<file path="src/rtl/uart_pg_loader.sv">
// Purpose : frames the UART byte stream into 16-bit words and writes them into the BIOS RAM.
// Latency : the RAM write is registered one cycle after the high data byte is accepted.
// Backpress: none; bytes are taken whenever rx_valid_i pulses, and there is no ready signal.
//
// Ports:
//   pg_clk_i, pg_rstn_i   program clock and asynchronous active-low reset
//   rx_data_i, rx_valid_i byte stream from uart_rx, as a one-cycle strobe
//   pg_wen/pg_din/pg_adr  RAM write strobe, data {hi, lo} and word address
//   pg_done               image loaded; sticky until reset; hands the RAM to the CPU side
//   pg_err                frame error (timeout or checksum); cleared by the next SYNC byte
//   pg_busy               a frame is in progress
// Build option: define PG_CHECKSUM_EN to add the trailing XOR checksum byte and its check.
module uart_pg_loader #(
  parameter logic [7:0]  SYNC_BYTE      = 8'hA5,
  parameter logic [15:0] ADR_BASE       = 16'h0000,
  parameter logic [23:0] TIMEOUT_CYCLES = 24'd5_000_000
) (
  input  logic        pg_clk_i,
  input  logic        pg_rstn_i,
  input  logic [7:0]  rx_data_i,
  input  logic        rx_valid_i,
  output logic        pg_wen,
  output logic [15:0] pg_din,
  output logic [15:0] pg_adr,
  output logic        pg_done,
  output logic        pg_err,
  output logic        pg_busy
);

`ifdef PG_CHECKSUM_EN
  typedef enum logic [2:0] {
    S_IDLE, S_LEN_L, S_LEN_H, S_DAT_L, S_DAT_H, S_DONE, S_ERR, S_CHK
  } state_t;
`else
  typedef enum logic [2:0] {
    S_IDLE, S_LEN_L, S_LEN_H, S_DAT_L, S_DAT_H, S_DONE, S_ERR
  } state_t;
`endif

  state_t      state;
  logic [15:0] len;
  logic [7:0]  lo_byte;
  logic [15:0] index;
  logic [23:0] tmo_cnt;
`ifdef PG_CHECKSUM_EN
  logic [7:0]  csum;
`endif

  always_ff @(posedge pg_clk_i or negedge pg_rstn_i) begin
    if (!pg_rstn_i) begin
      state   <= S_IDLE;
      len     <= '0;
      lo_byte <= '0;
      index   <= '0;
      tmo_cnt <= '0;
`ifdef PG_CHECKSUM_EN
      csum    <= '0;
`endif
      pg_wen  <= 1'b0;
      pg_din  <= '0;
      pg_adr  <= '0;
      pg_done <= 1'b0;
      pg_err  <= 1'b0;
      pg_busy <= 1'b0;
    end else begin
      pg_wen <= 1'b0;
      case (state)
        S_IDLE, S_ERR: begin
          // Only a SYNC byte opens a frame; re-sync from ERR starts over at index 0.
          if (rx_valid_i && rx_data_i == SYNC_BYTE) begin
            state   <= S_LEN_L;
            pg_err  <= 1'b0;
            pg_busy <= 1'b1;
            index   <= '0;
            tmo_cnt <= '0;
`ifdef PG_CHECKSUM_EN
            csum    <= '0;
`endif
          end
        end
        // pg_done follows DONE by one cycle so the last write lands before the RAM mux flips.
        S_DONE: pg_done <= 1'b1;
        default: begin
          if (rx_valid_i) begin
            tmo_cnt <= '0;
`ifdef PG_CHECKSUM_EN
            if (state != S_CHK) csum <= csum ^ rx_data_i;
`endif
            case (state)
              S_LEN_L: begin
                len[7:0] <= rx_data_i;
                state    <= S_LEN_H;
              end
              S_LEN_H: begin
                len[15:8] <= rx_data_i;
                if ({rx_data_i, len[7:0]} == 16'd0) begin
`ifdef PG_CHECKSUM_EN
                  state <= S_CHK;
`else
                  state   <= S_DONE;
                  pg_busy <= 1'b0;
`endif
                end else begin
                  state <= S_DAT_L;
                end
              end
              S_DAT_L: begin
                lo_byte <= rx_data_i;
                state   <= S_DAT_H;
              end
              S_DAT_H: begin
                pg_wen <= 1'b1;
                pg_din <= {rx_data_i, lo_byte};
                pg_adr <= ADR_BASE + index;  // wraps modulo 2^16
                index  <= index + 16'd1;
                if (index == len - 16'd1) begin
`ifdef PG_CHECKSUM_EN
                  state <= S_CHK;
`else
                  state   <= S_DONE;
                  pg_busy <= 1'b0;
`endif
                end else begin
                  state <= S_DAT_L;
                end
              end
`ifdef PG_CHECKSUM_EN
              S_CHK: begin
                pg_busy <= 1'b0;
                if (rx_data_i == csum) begin
                  state   <= S_DONE;
                  pg_done <= 1'b1;
                end else begin
                  state  <= S_ERR;
                  pg_err <= 1'b1;
                end
              end
`endif
              default: ;
            endcase
          end else if (tmo_cnt == TIMEOUT_CYCLES - 24'd1) begin
            // Words already written stay in RAM; only the frame is abandoned.
            state   <= S_ERR;
            pg_err  <= 1'b1;
            pg_busy <= 1'b0;
          end else begin
            tmo_cnt <= tmo_cnt + 24'd1;
          end
        end
      endcase
    end
  end

endmodule

</file>
<file path="config.mk">
export PLATFORM = sky130hd
export DESIGN_NAME = uart_pg_loader
export DESIGN_NICKNAME = d
export VERILOG_FILES = /design/src/rtl/uart_pg_loader.sv
export SDC_FILE = /design/constraint.sdc
export NUM_CORES = 1
export LEC_CHECK = 0
export CAP_MARGIN = 20
export CORE_ASPECT_RATIO = 1.2
export CORE_MARGIN = 4
export CORE_UTILIZATION = 41
export CTS_CLUSTER_SIZE = 40
export DETAILED_ROUTE_END_ITERATION = 8
export HOLD_SLACK_MARGIN = 0.1
export MAX_ROUTING_LAYER = met4
export PLACE_DENSITY = 0.61
export SYNTH_ARGS = -nofsm -noshare
export SYNTH_HDL_FRONTEND = slang
export SYNTH_SLANG_ARGS = --single-unit
</file>
<file path="constraint.sdc">
create_clock -name pg_clk_i -period 6.3 [get_ports pg_clk_i]
set_input_delay 1.89 -clock pg_clk_i [delete_from_list [all_inputs] [get_ports pg_clk_i]]
set_output_delay 1.89 -clock pg_clk_i [all_outputs]
set_load 0.02 [all_outputs]
</file>
==> impl_metrics.toml <==
[status]
status = "completed"

[cells_and_area]
area_growth_pct = 16.88
insertedDiodeCount = 0
nNetsFinal = 616
utilization_pct = 48.77
regArea_um2 = 2577
drive_gt1_share_pct = 8.911
fill_cells = 1211
multi_input_area_um2 = 2554

[worst_setup_path]
crit_slowest_cell = "nor4_1"
worstSetupEndpointType = "flop"
crit_required_ns = 6.56
critical_path_class = "input port to flop"
crit_family = "simple AND/OR/NAND/NOR gates"
cp-start-kind = "input port"
arrival_ns = 4.83
startpoint = "rx_data_i[1]"
r2r_start = "len[0]$_DFFE_PN0P_"
crit_path_max_incr_delay_ns = 0.62
crit_buf_inv = 2
crit_chain = "clkdlybuf4s50_1 > nor4_1 > nand3_1 > a211oi_4 > buf_4 > a21oi_2 > or4_1 > a21oi_1"
crit_fanout = 28

[logic_synthesis]
syn_avg_cell_area_um2 = 9.298
synth_top_cell_area_share_pct = 48.98
synth-main-ff-cell = "dfrtp_1"
synth_area_leaders = "dfrtp_1, nand2_1, mux2_2, xnor2_1, o21ai_0"
synth-seq-cells = 103
synth_area_um2 = 5263
ys_async_sr_fraction_pct = 100.0
synth_largest_area_cell = "dfrtp_1"
syn_inst = 566
yosysSeqAreaShare_pct = 48.98
synth_nets = 580
ys_warn_count = 0
synth_cell_types = 61
synth_edf_count = 0

[route]
vias_per_cell = 5.517
vias = 4248
final_antenna_net_count = 0
drc = 0
drt-pass1-iter-count = 4
wl_per_cell_um = 16.17
drtIter0Drc = 274
drt_wl_total_um = 12450

[sta]
fin_crit_ns = 4.573
finalWorstSetupSlack_ns = 1.727
whs_ns = 0.4671
rsz0062_at_grt = "no"
tightest_slew_ns = 0.9764
setup_viol = 0
max_freq_ghz = 0.2187
drv_slew = 0
min_period_over_period_pct = 72.59
hold_violations = 0
setup_total_negative_slack_ns = 0
slew_headroom_pct = 34.91
skew_ns = 0.006226

[cts]
cts_resized = 0
cts_made_buffers = 9
root_buffer = "clkbuf_16"
holdBufCountCts = 0
htree_levels = 3
post_cts_buffers = 0
clk_latency_ns = 0.35
cts_buffer_depth = 2
cts_tree = "built"
cts.clk_slew.worst_paths_ns = 0.07
cts.sink_count = 103

[placed_design]
dp_hpwl_um = 8857
io_buffers = 46
place_ws_ns = 1.438
gp_congestion = 0.8974

[pwr]
p_leak_nw = 2.610
power.total_mw = 2.506
p_comb_share_pct = 37.4
intPower_mw = 1.539
p_switching_mw = 0.9665
p_clk_share_pct = 22.0
p_seq_share_pct = 40.6
switching_share_pct = 38.57
power_density_nw_per_um2 = 407.4
ir_drop_v = 0.0002178

[floorplan]
start_util_pct = 41.73
fp-row-count = 45
die_w_um = 111.4
die_h_um = 132.1
ios = 47
die-area_um2 = 14720
core_area_um2 = 12610

[grt]
grt_max_degree = 70
grt_pass1_vias = 4263
grt_usage_pct = 18.23
antenna_found_initial = 0
gr-total-overflow = 0
grt_pass1_wl_um = 21470

[worst_hold_path]
hp-class = "flop to flop"
min_from = "lo_byte[4]$_DFFE_PN0P_"

[run]
drv_cap = 0
synthesized netlist by cell type (all sizes together), types with 10 or more instances:
library cell	n
xor2	10
or3	11
clkbuf	19
dfrtp	103
a21oi	18
mux2	22
nor4	17
nand3	18
o21ai	27
nor2	35
xnor2	26
and3	11
nand2	134
cell usage in the layout, fill, tap and decap left out, types with 3 or more instances in the layout:
master / Yosys / final
xor2_1: 10 / 10
o31ai_1: 5 / 5
clkbuf_16: 0 / 9
nand2_1: 134 / 134
o211ai_1: 5 / 5
nand2b_1: 5 / 5
a21oi_1: 17 / 17
o21a_1: 4 / 4
clkdlybuf4s50_1: 0 / 45
or2_2: 3 / 3
mux2_2: 22 / 22
nor4b_1: 3 / 3
mux2i_1: 3 / 3
buf_4: 0 / 5
or3_1: 11 / 11
nor2_1: 35 / 35
nand4_1: 9 / 9
nor3b_1: 4 / 4
xnor2_1: 26 / 26
o21ai_0: 27 / 27
and2_1: 3 / 3
ha_1: 3 / 3
and3_1: 11 / 11
nor3_1: 8 / 8
inv_1: 8 / 8
nor4_1: 16 / 16
nand3_1: 18 / 18
dfrtp_1: 103 / 103
or4_1: 8 / 8
and4_1: 3 / 3
path summary, 6_finish.rpt:
| path | to | slack, ns | depth (start not counted) |
|---|---|---|---|
| hold / removal | pg_din[4]$_DFFE_PN0P_ | 0.47 | 2 |
| hold reg to reg | pg_din[4]$_DFFE_PN0P_ | 0.47 | 2 |
| max in group asynchronous | tmo_cnt[8]$_DFFE_PN0P_ | 3.66 | 2 |
| min in group asynchronous | tmo_cnt[19]$_DFFE_PN0P_ | 1.66 | 1 |
| setup / recovery | tmo_cnt[21]$_DFFE_PN0P_ | 1.73 | 8 |
| setup reg to reg | pg_busy$_DFFE_PN0P_ | 3.35 | 8 |
through the flow:
step / cell area (µm²) / std cells
4_1_cts: 6143 / 769
5_1_grt: 6151 / 770
3_3_place_gp: 5851 / 754
3_5_place_dp: 5851 / 754
2_1_floorplan: 5263 / 566
6_report: 6151 / 770
registers in the layout, indices dropped and copies added (netlist names), 3 cells and up:
signal   cells
pg_din      16
tmo_cnt     24
index       16
len         16
lo_byte      8
state        3
pg_adr      16
per-layer routing:
metal | GRT usage [%] | part of all wire (%)
met1 | 21.96 | 43
met2 | 30.62 | 51
met5 | - | 0
met4 | 6.085 | 2.1
met3 | 3.719 | 3.1
cell families (layout without fill, tap and decap cells):
logic type,after synthesis,in the layout,synth area share [%]
adders and majority gates,3,3,0.7133
AOI/OAI and AO/OA,82,82,10.37
buffers and inverters,34,74,2.496
xor gates and xnor gates,36,36,5.991
and+or+nand+nor,283,283,26.18
DFF,103,103,48.98
muxes,25,25,5.278
area by class of cell:
| class | instances | share of cell area (%) |
|---|---|---|
| flip-flops and latches | 103 | 41.90 |
| multi-input cells | 429 | 41.52 |
| repair buffers | 50 | 7.933 |
| clock buffers | 9 | 3.662 |
| well taps | 164 | 3.336 |
| clock inverters | 6 | 1.098 |
| inverters | 9 | 0.5492 |
worst reg2reg max path: cells and delay by family, from the launching register on:
family                   cells  cell delay (ns)
adder cells (fa/ha/maj)      1             0.24
buffers and inverters        1             0.09
AND/OR/NAND/NOR              3             1.14
flip-flops                   1             0.42
AO/OA/AOI/OAI                3             0.92
power by group through the flow:
| stage | Clock (mW) | Sequential [mW] | Combinational (mW) |
|---|---|---|---|
| global route | 0.595 | 1.04 | 1.05 |
| global placement | 0 | 1.02 | 0.931 |
| finish | 0.552 | 1.02 | 0.937 |
| detailed placement | 0 | 1.03 | 0.945 |
| CTS | 0.572 | 1.02 | 0.951 |
| floorplan | 0 | 1.02 | 0.626 |
No activity file was read; power rests on OpenSTA's default activity.
